===== src/rtl/alu_address.sv =====
// LC-3 address adder: ADDR1 (PC or SR1) plus ADDR2 (zero or a sign-extended IR offset).
// Define ALU_ADDR_REG_OUT_EN to drive ALU_ADDR_output from a strobe-loaded register.
module alu_address (
  input  logic        Clk,
  input  logic        reset,
  input  logic        load,
  input  logic        LD_BEN,
  input  logic        ADDR1MUX,
  input  logic [1:0]  ADDR2MUX,
  input  logic [15:0] IR_output,
  input  logic [15:0] PC_reg_output,
  input  logic [15:0] SR1_output,
  output logic [15:0] ALU_ADDR_output,
  output logic [15:0] SEXT_output
);

  logic [15:0] addr1;
  logic [15:0] addr2;
  logic [15:0] sum;

  // Explicit case arms keep an unknown on an unselected operand from leaking through
  always_comb begin
    addr1 = PC_reg_output;
    if (ADDR1MUX)
      addr1 = SR1_output;
  end

  always_comb begin
    addr2 = 16'h0000;
    case (ADDR2MUX)
      2'b00:   addr2 = 16'h0000;
      2'b01:   addr2 = {{10{IR_output[5]}}, IR_output[5:0]};
      2'b10:   addr2 = {{7{IR_output[8]}},  IR_output[8:0]};
      2'b11:   addr2 = {{5{IR_output[10]}}, IR_output[10:0]};
      default: addr2 = 16'h0000;
    endcase
  end

  assign sum         = addr1 + addr2;
  assign SEXT_output = addr2;

`ifdef ALU_ADDR_REG_OUT_EN
  logic [15:0] addr_reg;
  logic        unused_ir_bits;

  always_ff @(posedge Clk or posedge reset) begin
    if (reset)
      addr_reg <= 16'h0000;
    else if (load | LD_BEN)
      addr_reg <= sum;
  end

  assign ALU_ADDR_output = addr_reg;
  assign unused_ir_bits  = ^IR_output[15:11];
`else
  logic unused_inputs;

  assign ALU_ADDR_output = sum;
  // Clock, reset and strobes only matter for the registered build
  assign unused_inputs   = ^{Clk, reset, load, LD_BEN, IR_output[15:11]};
`endif

endmodule


===== config.mk =====
export PLATFORM = sky130hd
export DESIGN_NAME = alu_address
export DESIGN_NICKNAME = d
export VERILOG_FILES = /design/src/rtl/alu_address.sv
export SDC_FILE = /design/constraint.sdc
export NUM_CORES = 1
export LEC_CHECK = 0
export BUFFER_PORTS_ARGS = -buffer_cell sky130_fd_sc_hd__buf_2
export CORE_MARGIN = 2
export CORE_UTILIZATION = 42
export DETAILED_ROUTE_END_ITERATION = 10
export PLACE_DENSITY = 0.86
export SLEW_MARGIN = 40
export SYNTH_ARGS = -nofsm -noshare
export SYNTH_HDL_FRONTEND = slang
export SYNTH_SLANG_ARGS = --single-unit
export TNS_END_PERCENT = 1

===== constraint.sdc =====
create_clock -name vclk -period 5
set_input_delay 1 -clock vclk [all_inputs]
set_output_delay 1 -clock vclk [all_outputs]
set_load 0.02 [all_outputs]

==> impl_metrics.json <==
{
  "hpwl_um": 2400,
  "start_util_pct": 43.8,
  "fin_setup_tns_ns": 0,
  "worstPathArrival_ns": 3.50,
  "fillCellCount": 251,
  "avgSynthCellArea_um2": 8.21,
  "grt_max_degree": 13,
  "hold_class": "in -> out",
  "finalHoldViolCount": 0,
  "post-place-ws_ns": 0.476,
  "antenna_left": 0,
  "rsz0062_at_grt": "no",
  "synthesis.nets": 201,
  "register_area_um2": 0,
  "end_kind": "output port",
  "start_kind": "primary input",
  "fmax_ghz": 0.222,
  "yosysSeqAreaShare_pct": 0,
  "grt_pass1_wl_um": 4370,
  "worstMarginPinSlew_ns": 0.360,
  "status": "completed",
  "synth_cells": 131,
  "powerDensity_mw_per_mm2": 198,
  "vias": 1207,
  "area_growth_pct": 37.0,
  "grt_overflow": 0,
  "hold_path_depth": 4,
  "setup_violations": 0,
  "path_class": "in -> out",
  "layout_min_cycle_time_ns": 4.50,
  "mostFrequentLayoutCells": "78 x buf_2, 14 x mux2_2, 14 x ha_1",
  "drc": 0,
  "timing.hold.ws_ns": 2.36,
  "worstHoldStart": "IR_output[7]",
  "min_period_over_period_pct": 90.0,
  "yosysWarnings": 0,
  "required_ns": 4.00,
  "layout_commonest_cell": "buf_2",
  "hold_end": "SEXT_output[7]",
  "slew_headroom_pct": 75.9,
  "grt_usage_pct": 19.1,
  "drv_cap": 0,
  "leakage_nw": 0.795,
  "final_nets": 277,
  "cts_resized": 0,
  "worst_ir_drop_vdd_mv": 0.135,
  "clockBufferCount": 0,
  "via_per_inst": 5.14,
  "die_h_um": 54.6,
  "drtPass1Iterations": 4,
  "total_power_mw": 0.291,
  "core_mm2": 0.00245,
  "drt-initial-drc-count": 6,
  "seq_cells": 0,
  "die-area_mm2": 0.00298,
  "io_pins": 87,
  "syn_area_mm2": 0.00108,
  "setup_ws_ns": 0.498,
  "cts_hold_buf": 0,
  "antenna_found_initial": 0,
  "port_buffers": 78,
  "die_w_um": 54.6,
  "rows": 18,
  "cp_max_fo": 8,
  "wl_per_cell_um": 11.5,
  "ys_types": 39,
  "cts_setup_buffers": 0,
  "maxSlewViolCount": 0,
  "diodes": 0,
  "drive_gt1_share_pct": 50.7,
  "gp_congestion": 0.779,
  "grt_pass1_vias": 1051,
  "wl_um": 2710
}
layer usage:
metal	part of all wire, %	track usage (%)
met5	0	0
met4	0	0
met2	50	36.5
met3	9.0	1.64
met1	41	24.0
cell families after synthesis:
kind of cell               Yosys count  synth area share, %
AOI/OAI and AO/OA                   37                 26.3
and+or+nand+nor                     37                 18.3
muxes                               18                 19.5
xor gates and xnor gates            15                 12.2
adders and majority gates           15                 18.1
buffers and inverters                9                 5.58
worst max-delay path, stage by stage:
cell      delay [ns]
buf_2           0.20
mux2_2          0.36
ha_1            0.21
fa_1            0.43
a211oi_2        0.20
o21bai_1        0.11
a21o_1          0.22
a221o_1         0.33
a21oi_2         0.14
xnor2_1         0.11
buf_2           0.18
synthesized netlist by cell type, types with 2 or more instances:
cell type	n	area [um2]
ha_1	14	175
nor2b_1	8	50.1
nand3_1	2	10.0
o21ai_0	4	20.0
mux2i_1	3	30.0
nand2_1	13	48.8
a21o_1	6	45.0
inv_1	2	7.51
o21ai_1	2	10.0
buf_4	5	37.5
mux2_2	14	158
nand2b_1	3	18.8
xnor2_1	9	78.8
a21oi_1	12	60.1
nor2_1	5	18.8
xor2_1	6	52.6
cell type report:
type	count	area, um2	area share, %
multi-input combinational	122	1020	68.9
timing repair buffer	81	413	28.0
tap	30	37.5	2.55
inverter	2	7.51	0.509
power by group:
| group | total [mW] | switching, mW | internal (mW) |
|---|---|---|---|
| sequential | 0 | 0 | 0 |
| clock | 0 | 0 | 0 |
| combinational | 0.291 | 0.168 | 0.123 |
through the flow:
| step | instance area [um2] | cells | utilization (%) |
|---|---|---|---|
| global route | 1470 | 235 | 60.0 |
| CTS | 1470 | 235 | 60.0 |
| floorplan | 1080 | 131 | - |
| detailed placement | 1470 | 235 | 60.0 |
| finish | 1470 | 235 | 60.0 |
| global placement | 1470 | 235 | 60.0 |
how the worst max path moves through the flow:
stage | start | endpoint | slack [ns]
floorplan | ADDR2MUX[0] | ALU_ADDR_output[15] | 0.31
global placement | ADDR1MUX | ALU_ADDR_output[12] | 0.46
detailed placement | ADDR1MUX | ALU_ADDR_output[12] | 0.48
CTS | ADDR1MUX | ALU_ADDR_output[12] | 0.47
global route | ADDR1MUX | ALU_ADDR_output[15] | 0.31
finish | ADDR1MUX | ALU_ADDR_output[12] | 0.50
Power figures use the tool's default switching activity.
